### config.mk
export PLATFORM = sky130hd
export DESIGN_NAME = fpu_result_stage
export DESIGN_NICKNAME = d
export VERILOG_FILES = /design/src/rtl/fpu_pkg.sv /design/src/rtl/fflags_acc.sv /design/src/rtl/fpu_result_stage.sv
export SDC_FILE = /design/constraint.sdc
export NUM_CORES = 1
export LEC_CHECK = 0
export BUFFER_PORTS_ARGS = -buffer_cell sky130_fd_sc_hd__buf_4
export CAP_MARGIN = 5
export CORE_ASPECT_RATIO = 1.1
export CORE_MARGIN = 3
export CORE_UTILIZATION = 45
export DETAILED_ROUTE_END_ITERATION = 6
export GPL_TIMING_DRIVEN = 0
export PLACE_DENSITY = 0.76
export SYNTH_ARGS = -nofsm -noshare
export SYNTH_HDL_FRONTEND = slang
export SYNTH_SLANG_ARGS = --single-unit
export TNS_END_PERCENT = 1
### constraint.sdc
create_clock -name clk -period 4.87 [get_ports clk]
set_input_delay 0.487 -clock clk [delete_from_list [all_inputs] [get_ports clk]]
set_output_delay 0.487 -clock clk [all_outputs]
set_load 0.02 [all_outputs]
### src/rtl/fpu_pkg.sv
// Shared FPU definitions: exception flag layout, default widths and the
// result record carried between the datapaths and the result stage.
package fpu_pkg;

  localparam int FLAG_W     = 5;
  localparam int FPU_DATA_W = 32;
  localparam int FPU_TAG_W  = 5;

  // Bit positions inside the exception vector {NV, DZ, OF, UF, NX}.
  localparam int NX = 0;
  localparam int UF = 1;
  localparam int OF = 2;
  localparam int DZ = 3;
  localparam int NV = 4;

  typedef struct packed {
    logic [FPU_DATA_W-1:0] result;
    logic [FPU_TAG_W-1:0]  tag;
    logic [FLAG_W-1:0]     flags;
  } fpu_result_t;

  typedef enum logic [1:0] {
    CNT_EMPTY = 2'd0,
    CNT_ONE   = 2'd1,
    CNT_FULL  = 2'd2
  } count_e;

endpackage

### src/rtl/fflags_acc.sv
// Sticky accrued-exception register: software writes and committed result
// flags merge so a commit in the same cycle as a write is never lost.
module fflags_acc #(
  parameter int FLAG_W = fpu_pkg::FLAG_W
) (
  input  logic              clk,
  input  logic              rst,
  input  logic              wr_en,
  input  logic [FLAG_W-1:0] wr_data,
  input  logic              commit,
  input  logic [FLAG_W-1:0] commit_flags,
  output logic [FLAG_W-1:0] fflags
);

  logic [FLAG_W-1:0] base;
  logic [FLAG_W-1:0] fflags_d;

  // NOTE: combinational blocks assign every output a default first, so no
  // path through the block can leave a value unassigned and infer a latch.
  always_comb begin
    base     = wr_en ? wr_data : fflags;
    fflags_d = base;
    if (commit) fflags_d = base | commit_flags;
  end

  // NOTE: state registers use non-blocking assignments so every flop samples
  // the pre-edge values regardless of process evaluation order.
  always_ff @(posedge clk) begin
    if (rst) fflags <= '0;
    else     fflags <= fflags_d;
  end

endmodule

### src/rtl/fpu_result_stage.sv
// Two-entry in-order skid buffer for FPU results with valid/ready on both
// sides; committed results accrue their exceptions into fflags.
module fpu_result_stage
  import fpu_pkg::*;
#(
  parameter int DATA_W = FPU_DATA_W,
  parameter int TAG_W  = FPU_TAG_W,
  parameter int FLAG_W = fpu_pkg::FLAG_W
) (
  input  logic              clk,
  input  logic              rst,
  input  logic              in_valid,
  output logic              in_ready,
  input  logic [DATA_W-1:0] in_result,
  input  logic [TAG_W-1:0]  in_tag,
  input  logic [FLAG_W-1:0] in_flags,
  output logic              out_valid,
  input  logic              out_ready,
  output logic [DATA_W-1:0] out_result,
  output logic [TAG_W-1:0]  out_tag,
  output logic [FLAG_W-1:0] fflags,
  input  logic              csr_wr_en,
  input  logic [FLAG_W-1:0] csr_wr_data,
  output logic              busy
);

  count_e      state_q, state_d;
  logic        head_q;
  logic        tail;
  logic        accept;
  logic        commit;
  fpu_result_t entry_q [2];
  fpu_result_t head_entry;

  // Ready comes from registered occupancy only; rst forces it low so nothing
  // is taken while the buffer is being cleared.
  assign in_ready   = !rst && (state_q != CNT_FULL);
  assign out_valid  = (state_q != CNT_EMPTY);
  assign busy       = out_valid;
  assign accept     = in_valid && in_ready;
  assign commit     = out_valid && out_ready;

  // With one entry held the free slot is the one after head.
  assign tail       = head_q ^ (state_q == CNT_ONE);
  assign head_entry = entry_q[head_q];
  assign out_result = head_entry.result;
  assign out_tag    = head_entry.tag;

  always_comb begin
    state_d = state_q;
    unique case (state_q)
      CNT_EMPTY: if (accept) state_d = CNT_ONE;
      CNT_ONE: begin
        if (accept && !commit)      state_d = CNT_FULL;
        else if (commit && !accept) state_d = CNT_EMPTY;
      end
      CNT_FULL:  if (commit) state_d = CNT_ONE;
      default:   state_d = CNT_EMPTY;
    endcase
  end

  always_ff @(posedge clk) begin
    if (rst) begin
      state_q <= CNT_EMPTY;
      head_q  <= 1'b0;
    end else begin
      state_q <= state_d;
      if (commit) head_q <= ~head_q;
    end
  end

  // NOTE: the two storage entries are cleared on reset so the outputs read
  // zero while empty; larger memories would normally be left unreset.
  always_ff @(posedge clk) begin
    if (rst) begin
      entry_q[0] <= '0;
      entry_q[1] <= '0;
    end else if (accept) begin
      entry_q[tail] <= '{result: in_result, tag: in_tag, flags: in_flags};
    end
  end

  fflags_acc #(
    .FLAG_W (FLAG_W)
  ) u_fflags_acc (
    .clk          (clk),
    .rst          (rst),
    .wr_en        (csr_wr_en),
    .wr_data      (csr_wr_data),
    .commit       (commit),
    .commit_flags (head_entry.flags),
    .fflags       (fflags)
  );

endmodule

==> results_dict.tcl, run 1 <==
set metrics [dict create \
    status "finished clean" \
    finalCritPeriodShare_pct 48.39 \
    final_area_um2 5194 \
    synthCells 282 \
    hold_buffers 0 \
    start_util_pct 47.37 \
    synthToLayoutAreaGrowth_pct 27.10 \
    worstSetupPathType "reg -> reg" \
    crit_chain "buf_2 > nand2b_1 > mux2i_2 > clkbuf_2 > a21o_2 > buf_12" \
    gp_congestion 0.7007 \
    cts_tree "yes" \
    worstHoldPathType "in -> reg" \
    wire_per_inst_um 17.47 \
    final_nets 442 \
    finClkSkew_ns 0.009879 \
    io_pins 97 \
    startpoint "state_q[1]" \
    final_common_cell "buf_4" \
    totalNegativeSetupSlack_ns 0 \
    worstReg2RegStart "state_q[1]" \
    cts.sinks 93 \
    fp.coreArea_um2 8627 \
    io_buffer_count 95 \
    cts_resized 0 \
    grt_pass1_wl_um 14080 \
    ys_types 26 \
    antenna_found_initial 0 \
    dp.final_hpwl_um 6052 \
    grt_max_degree 31 \
    drt_wl_total_um 8823 \
    layout-drive-gt1-share_pct 44.16 \
    timing.fmax_ghz 0.4243 \
    busiest_layer "met2" \
    regArea_um2 2703 \
    relSlewSlack_pct 68.83 \
    drt-pass1-iter-count 4 \
    drt_iter0_drc 125 \
    multiInputGateArea_um2 1267 \
    overflow 0 \
    num_rows 35 \
    viasPerCell 5.206 \
    die_y_um 105.9 \
    drc 0 \
    numCtsBuffers 9 \
    dieArea_um2 10260 \
    synthAdderAreaFrac_pct 0 \
    start_kind "register" \
    clk_latency_ns 0.35 \
    final_core_util_pct 60.20 \
    fin_crit_ns 2.357 \
    vias 2629 \
    met2_usage_pct 28.99 \
    peakVddDrop_uv 156.8 \
    cpPeakStageDelay_ns 0.40 \
    cts-htree-levels 3 \
    worst_pin_slew_ns 0.4676 \
    worstPathMaxFanout 30 \
    ant_nets 0 \
    cp.buffers_inverters 3 \
    max_cap_viol_count 0 \
    holdWs_ns 0.3438 \
    synth_top_family_by_area "simple AND/OR/NAND/NOR gates" \
    setup_violations 0 \
    cts_root_buf "clkbuf_8" \
    drv_slew 0 \
    ys_ff_latch 93 \
    required_ns 4.92 \
    synth_xor_area_share_pct 0.6124 \
    grt_pass1_vias 2753 \
    dp_slack_ns 2.467 \
    die_w_um 96.86 \
    place_area_um2 4981 \
    hold_viol 0 \
    min-delay-start "out_ready" \
    use_met3_pct 6.299 \
    post-cts-setup-buffers 0 \
    grt.total_usage_pct 17.58 \
    powerDensity_nw_per_um2 368.6 \
    antenna_cells 0 \
    worstSetupEndpointType "register" \
    mostFrequentLayoutCells "96 x buf_4, 84 x and3_1, 84 x edfxtp_1" \
    ctsLongestPathBuffers 2 \
    fillerInstances 675 \
    rsz0062_at_grt "no" \
    syn_area_per_cell_um2 14.49 \
    syn-cell-area_um2 4086 \
    worst_slack_ns 2.513 \
    syn_nets 334 \
    grt_use_met1_pct 22.37 \
    arrival_ns 2.40 \
    synth_warnings 0 \
    crit_slowest_cell "a21o_2" \
    clk_pin_slew_ns 0.08 \
    crit_family "buffers and inverters" \
    muxShareOfSynthArea_pct 13.93 \
    leakage_nw 2.418 \
    synth-compound-area-share_pct 1.592 \
    yosys.area_share.simple_pct 14.82 \
    synth_seq_area_share_pct 66.14 \
]
## kinds of logic (layout without fill, tap and decap cells)
logic type	count (synthesis)	count (layout)
AOI/OAI and AO/OA	11	11
xor gates and xnor gates	2	2
buffers and inverters	26	138
DFF	93	93
muxes	50	50
and+or+nand+nor	100	100
## cell usage after synthesis, drive strengths merged
cell / n / area share [%]
clkbuf: 18 / 1.9
nor2b: 3 / 0.46
dfxtp: 9 / 4.4
nor2: 3 / 0.28
a21o: 2 / 0.37
mux2: 42 / 12
nor3b: 1 / 0.18
o21a: 1 / 0.18
a21oi: 7 / 0.86
nand2b: 1 / 0.15
or3: 1 / 0.15
or2: 1 / 0.15
edfxtp: 84 / 62
nor3: 1 / 0.12
mux2i: 8 / 2.4
nand2: 5 / 0.46
xor2: 1 / 0.40
o31ai: 1 / 0.18
and3: 84 / 13
buf: 8 / 1.0
xnor2: 1 / 0.21
## metal layers
metal	wire, um	vias up	share of wire (%)
met5	0	-	0
met4	55	0	0.62
met3	667	5	7.6
met2	4331	102	49
met1	3769	1248	43
li1	-	1274	-
## through the flow
| stage | instances | power [mW] |
|---|---|---|
| finish | 505 | 1.914 |
| CTS | 505 | 1.930 |
| detailed placement | 490 | 1.393 |
| floorplan | 282 | 1.218 |
| global placement | 488 | 1.379 |
| global route | 505 | 2.007 |
## cell type report
class                      count  share of cell area (%)
buffer                        26                   2.289
clock buffer                   9                   2.385
clock inverter                 6                   1.710
multi-input combinational    163                   24.40
sequential                    93                   52.04
tap                          111                   2.674
timing repair buffer          97                   14.50
## final timing paths
path	slack [ns]	end	depth (start not counted)
min	0.34	state_q[1]	2
max reg2reg	2.51	entry_q[1][27]	6
max	2.51	entry_q[1][27]	6
min reg2reg	0.56	u_fflags_acc.fflags[4]	2
## sequential cells by signal, summed over array words and instances (netlist names), named ones only
name,flops
u_fflags_acc.fflags,5
entry_q,84
head_q,1
state_q,2
## report_power, final
part | leakage, nW | total, mW | internal, mW | switching (mW)
Sequential | 0.969 | 0.974 | 0.953 | 0.0207
Clock | 0.103 | 0.544 | 0.286 | 0.258
Combinational | 1.35 | 0.396 | 0.179 | 0.217
Total | 2.42 | 1.91 | 1.42 | 0.496
Note: power is estimated with default switching activity, not from simulation.
==> inputs of run 2 (changes only) <==
--- a/config.mk
+++ b/config.mk
@@ -5,6 +5,7 @@
 export SDC_FILE = /design/constraint.sdc
 export NUM_CORES = 1
 export LEC_CHECK = 0
+export ABC_AREA = 1
 export BUFFER_PORTS_ARGS = -buffer_cell sky130_fd_sc_hd__buf_4
 export CAP_MARGIN = 5
 export CORE_ASPECT_RATIO = 1.1
==> constraint.sdc (replaced) <==
create_clock -name clk -period 2.3 [get_ports clk]
set_input_delay 0.23 -clock clk [delete_from_list [all_inputs] [get_ports clk]]
set_output_delay 0.23 -clock clk [all_outputs]
set_load 0.02 [all_outputs]
==> run 2 against run 1 <==
  * Clock power increased by 99%
  * Critical path depth decreased by 2
  * Sequential share of layout area rose by 0.14 points
  * Clock skew is 0.00067 ns higher
  * Cell area is 0.26% lower
  * Routed wire length shrank 12%
  * Area after synthesis down 0.24%
  * Global-route usage fell by 2.0 points
  * Flip-flop and latch count did not move
  * Combinational power is 88% higher
  * Synthesized cell count rose by 16%
  * Non-clock buffer count is 11 lower
  * Critical path type is now reg -> out
  * Critical endpoint is now out_result[18]
  * Largest power group unchanged
==> results_dict.tcl, run 2 <==
set metrics [dict create \
    worstSetupPathType "reg -> out" \
    ctsLongestPathBuffers 2 \
    drt-pass1-iter-count 4 \
    p_sw_mw 1.026 \
    drt_iter0_drc 166 \
    cts.sinks 93 \
    num_rows 35 \
    seq_power_share_pct 52.8 \
    synth.area.top_cells "edfxtp_1 62%, mux2_2 10%, nor2_2 6.0%" \
    finClkSkew_ns 0.01055 \
    syn_nets 378 \
    largest_register_ffs 84 \
    cts_tree "yes" \
    clkPwrFrac_pct 27.9 \
    setup_violations 0 \
    clk_latency_ns 0.35 \
    numCtsBuffers 9 \
    internal_power_mw 2.838 \
    async_reset_ff_share_pct 0 \
    clk_pin_slew_ns 0.09 \
    antenna_found_initial 0 \
    layout-drive-gt1-share_pct 46.80 \
    die_y_um 105.8 \
    syn_area_per_cell_um2 12.50 \
    synth_top_area_share_pct 61.88 \
    gp_congestion 0.7236 \
    io_buffer_count 95 \
    switching_share_pct 26.54 \
    fp.coreArea_um2 8583 \
    crit_slowest_cell "mux2_2" \
    mostFrequentLayoutCells "97 x buf_4, 84 x edfxtp_1, 48 x nor2_1" \
    grt_pass1_vias 2654 \
    start_util_pct 47.49 \
    crit_chain "buf_2 > buf_2 > mux2_2 > buf_4" \
    wire_per_inst_um 14.12 \
    worstPathMaxFanout 10 \
    synthToLayoutAreaGrowth_pct 27.07 \
    totalNegativeSetupSlack_ns 0 \
    finalNonFillerCells 549 \
    status "finished clean" \
    holdWs_ns 0.1152 \
    arrival_ns 1.80 \
    leakage_nw 2.280 \
    viasPerCell 4.752 \
    grt_pass1_wl_um 12560 \
    overflow 0 \
    vias 2609 \
    final_common_cell "buf_4" \
    synth_commonest_cells "84 x edfxtp_1, 48 x nor2_1, 47 x inv_1" \
    synth_seq_area_share_pct 66.30 \
    post-synth-top-count-cell "edfxtp_1" \
    synth_top_area_cell "edfxtp_1" \
    worstSetupEndpointType "output pin" \
    antenna_cells 0 \
    die_w_um 96.75 \
    synth_warnings 0 \
    post-cts-setup-buffers 0 \
    combPwrFrac_pct 19.3 \
    worstHoldPathType "in -> reg" \
    worst_pin_slew_ns 0.5768 \
    ant_nets 0 \
    cpPeakStageDelay_ns 0.38 \
    ys_ff_latch 93 \
    critPathMostFrequentCell "buf_2" \
    final_nets 485 \
    top_regs "entry_q (84), u_fflags_acc.fflags (5), state_q (2)" \
    dieArea_um2 10240 \
    cts-htree-levels 3 \
    synthCells 326 \
    timing.fmax_ghz 0.4917 \
    synth_ff_type "edfxtp_1" \
    hold_buffers 0 \
    synth_edf_count 84 \
    hold_viol 0 \
    powerDensity_nw_per_um2 745.9 \
    finalCritPeriodShare_pct 88.42 \
    required_ns 2.07 \
    fin_crit_ns 2.034 \
    grt.total_usage_pct 15.59 \
    final_core_util_pct 60.35 \
    start_kind "register" \
    grt_max_degree 43 \
    peakVddDrop_uv 503.1 \
    ys_types 22 \
    cts_root_buf "clkbuf_8" \
    relSlewSlack_pct 61.55 \
    drt_wl_total_um 7750 \
    total_power_mw 3.864 \
    drc 0 \
    io_pins 97 \
    syn-cell-area_um2 4076 \
    max_cap_viol_count 0 \
    drv_slew 0 \
    rsz0062_at_grt "no" \
    regMostFlops "entry_q" \
    post-place-cells 533 \
    dp.final_hpwl_um 5401 \
]
## run 2: worst max-delay path, delay by kind of cell, from the launching register on
family	cells	cell delay [ns]
buf+inv	3	0.75
flops	1	0.34
mux	1	0.38
## run 2: final cells by class
cell class,instances,area (um^2)
Fill cell,730,3403
Sequential cell,93,2703
Multi-Input combinational cell,166,1100
Timing Repair Buffer,96,740.7
Inverter,51,191.4
Tap cell,111,138.9
Clock buffer,9,123.9
Buffer,16,106.4
Clock inverter,7,76.32
## run 2: what timing repair did
item / CTS / global route
pin swaps: 0 / 0
resized for setup: 1 / 2
setup endpoints to repair: 42 / 65
## run 2: metrics by stage
| step | worst slack, ns | area (um^2) |
|---|---|---|
| final | 0.2664 | 5180 |
| after global routing | 0.1322 | 5180 |
| after CTS | 0.05635 | 5166 |
| after detailed placement | -0.2616 | 4961 |
| after global placement | -0.7458 | 4931 |
| after floorplan | -0.1178 | 4079 |
## run 2: logic make-up (layout without fill, tap and decap cells)
logic type | count (synthesis) | count (layout) | share of synthesized area (%)
AND/OR/NAND/NOR | 107 | 107 | 12.46
flip-flops | 93 | 93 | 66.30
buffers and inverters | 67 | 179 | 7.305
multiplexers | 42 | 42 | 11.45
AO/OA/AOI/OAI | 16 | 16 | 2.271
XOR/XNOR | 1 | 1 | 0.2149
## run 2: power groups by stage
| stage | sequential (mW) | combinational [mW] | clock, mW |
|---|---|---|---|
| finish | 2.04 | 0.744 | 1.08 |
| global route | 2.06 | 0.809 | 1.17 |
| CTS | 2.04 | 0.755 | 1.10 |
| detailed placement | 2.08 | 0.751 | 0 |
| global placement | 2.08 | 0.732 | 0 |
| floorplan | 2.08 | 0.435 | 0 |
## run 2: worst paths after layout
kind	slack [ns]	start	to	depth (start not counted)
setup / recovery	0.27	register	out_result[18]	4
hold / removal	0.12	rst	u_fflags_acc.fflags[2]	2
setup reg to reg	0.29	state_q[1]	entry_q[0][37]	6
hold reg to reg	0.50	head_q	head_q	1
## run 2: metal layers
layer | wire (um) | up-vias | track usage, %
met5 | 0 | - | 0
met4 | 227 | 0 | 7.523
met3 | 376 | 21 | 3.111
met2 | 4093 | 89 | 27.76
met1 | 3052 | 1210 | 17.89
li1 | - | 1289 | -
==> inputs of run 3 (changes only) <==
--- a/config.mk
+++ b/config.mk
@@ -14,6 +14,7 @@
 export DETAILED_ROUTE_END_ITERATION = 6
 export GPL_TIMING_DRIVEN = 0
 export PLACE_DENSITY = 0.76
+export RECOVER_POWER = 25
 export SYNTH_ARGS = -nofsm -noshare
 export SYNTH_HDL_FRONTEND = slang
 export SYNTH_SLANG_ARGS = --single-unit
==> run 3 against run 2 <==
  * Critical path depth increased by 2
  * Via count increased by 0.54%
  * Clock skew increased by 0.00082 ns
  * Sequential power about the same
  * Clock power about the same
  * Flip-flop and latch count unchanged
  * Sequential share of layout area increased by 0.61 points
  * Clock-buffer cell count unchanged
  * Register-to-register slack got worse by 0.02 ns
==> results_dict.tcl, run 3 (synthesis results as in run 2) <==
set metrics [dict create \
    status "finished clean" \
    overflow 0 \
    leakage_nw 2.234 \
    final_common_cell "buf_4" \
    io_buffer_count 95 \
    min-delay-start "rst" \
    viasPerCell 4.778 \
    antenna_cells 0 \
    fillerInstances 741 \
    regArea_um2 2703 \
    largest_register_ffs 84 \
    wire_per_inst_um 14.14 \
    final_nets 485 \
    grt.total_usage_pct 15.59 \
    fin_crit_ns 2.035 \
    relSlewSlack_pct 49.69 \
    drt-pass1-iter-count 5 \
    p_sw_mw 1.021 \
    timing.fmax_ghz 0.4915 \
    grt_pass1_wl_um 12560 \
    drv_slew 0 \
    worstHoldPathType "in -> reg" \
    worstSetupPathType "reg -> reg" \
    drt_iter0_drc 159 \
    antenna_found_initial 0 \
    start_kind "register" \
    regMostFlops "entry_q" \
    arrival_ns 2.04 \
    grt_max_degree 43 \
    numCtsBuffers 9 \
    layout-drive-gt1-share_pct 43.38 \
    top_regs "entry_q (84), u_fflags_acc.fflags (5), state_q (2)" \
    ctsLongestPathBuffers 2 \
    peakVddDrop_uv 501.7 \
    clk_pin_slew_ns 0.09 \
    post-cts-setup-buffers 0 \
    clkPwrFrac_pct 28.0 \
    worstSetupEndpointType "register" \
    dp.final_hpwl_um 5401 \
    cts_root_buf "clkbuf_8" \
    die_y_um 105.8 \
    combPwrFrac_pct 18.9 \
    hold_viol 0 \
    multiInputGateArea_um2 1092 \
    seq_power_share_pct 53.1 \
    worst_pin_slew_ns 0.7546 \
    grt_pass1_vias 2654 \
    cts-htree-levels 3 \
    vias 2623 \
    required_ns 2.31 \
    finClkSkew_ns 0.01137 \
    holdWs_ns 0.1145 \
    synthToLayoutAreaGrowth_pct 25.60 \
    fp.coreArea_um2 8583 \
    drc 0 \
    gp_congestion 0.7236 \
    io_pins 97 \
    drt_wl_total_um 7761 \
    powerDensity_nw_per_um2 750.7 \
    dieArea_um2 10240 \
    max_cap_viol_count 0 \
    worstReg2RegStart "state_q[1]" \
    startpoint "state_q[1]" \
    die_w_um 96.75 \
    clk_latency_ns 0.34 \
    finalCritPeriodShare_pct 88.46 \
    ant_nets 0 \
    mostFrequentLayoutCells "89 x buf_4, 84 x edfxtp_1, 51 x nor2_1" \
    switching_share_pct 26.58 \
    start_util_pct 47.49 \
    cts_tree "yes" \
    place_area_um2 4961 \
    final_area_um2 5120 \
    cts.sinks 93 \
    setup_violations 0 \
    rsz0062_at_grt "no" \
    worstPathMaxFanout 42 \
    num_rows 35 \
    internal_power_mw 2.822 \
]
==> run 3: cell types whose count changed in the layout (fill, tap and decap cells not counted) <==
cell      before  now
clkbuf_1       2   13
inv_1         47   48
nor2_1        48   51
inv_2          3    2
buf_4         97   89
buf_6          4    1
nor2_2        39   36
==> run 3: final cells by class <==
class	count	area share (%)
Timing Repair Buffer	96	13.88
Multi-Input combinational cell	166	21.33
Sequential cell	93	52.79
Clock buffer	9	2.419
Buffer	16	1.637
Clock inverter	7	1.491
Tap cell	111	2.713
Inverter	51	3.739
==> run 3: worst paths after layout <==
check / to / cells past startpoint / slack (ns)
worst max-delay path: entry_q[0][11] / 6 / 0.27
worst min-delay path: u_fflags_acc.fflags[2] / 2 / 0.11
worst max register to register: entry_q[0][11] / 6 / 0.27
worst min register to register: head_q / 1 / 0.50
==> run 3: per-stage QoR <==
| stage | utilization, % | setup slack (ns) | std cells | power, mW | setup TNS [ns] |
|---|---|---|---|---|---|
| finish | 59.65 | 0.2655 | 549 | 3.844 | 0 |
| global route | 59.65 | 0.1125 | 549 | 4.018 | 0 |
| CTS | 60.19 | 0.05635 | 549 | 3.901 | 0 |
| detailed placement | 57.80 | -0.2616 | 533 | 2.836 | -10.92 |
| global placement | 57.45 | -0.7458 | 532 | 2.809 | -41.40 |
| floorplan | - | -0.1178 | 326 | 2.515 | -4.946 |
==> run 3: metal layers <==
metal | vias up | global-route usage, % | wire (um)
li1 | 1289 | - | -
met2 | 92 | 27.76 | 4105
met1 | 1224 | 17.89 | 3055
met4 | 0 | 7.523 | 211
met5 | - | 0 | 0
met3 | 18 | 3.111 | 388
==> run 3: what timing repair did <==
item | in CTS | in global routing
setup endpoints to repair | 42 | 65
gates resized for setup | 1 | 2
hold buffers | 0 | 0
==> run 3: power groups by stage <==
stage / logic [mW] / clock network (mW) / registers [mW]
floorplan: 0.435 / 0 / 2.08
global placement: 0.732 / 0 / 2.08
detailed placement: 0.751 / 0 / 2.08
CTS: 0.755 / 1.10 / 2.04
global route: 0.790 / 1.17 / 2.06
finish: 0.728 / 1.08 / 2.04
==> run 3: worst max-delay path, stage by stage (launching register included) <==
cell and delay (ns):
dfxtp_1 0.38, inv_1 0.09, nand2_1 0.11, xor2_1 0.19
nand3_1 0.27, buf_2 0.32, nand2_8 0.32
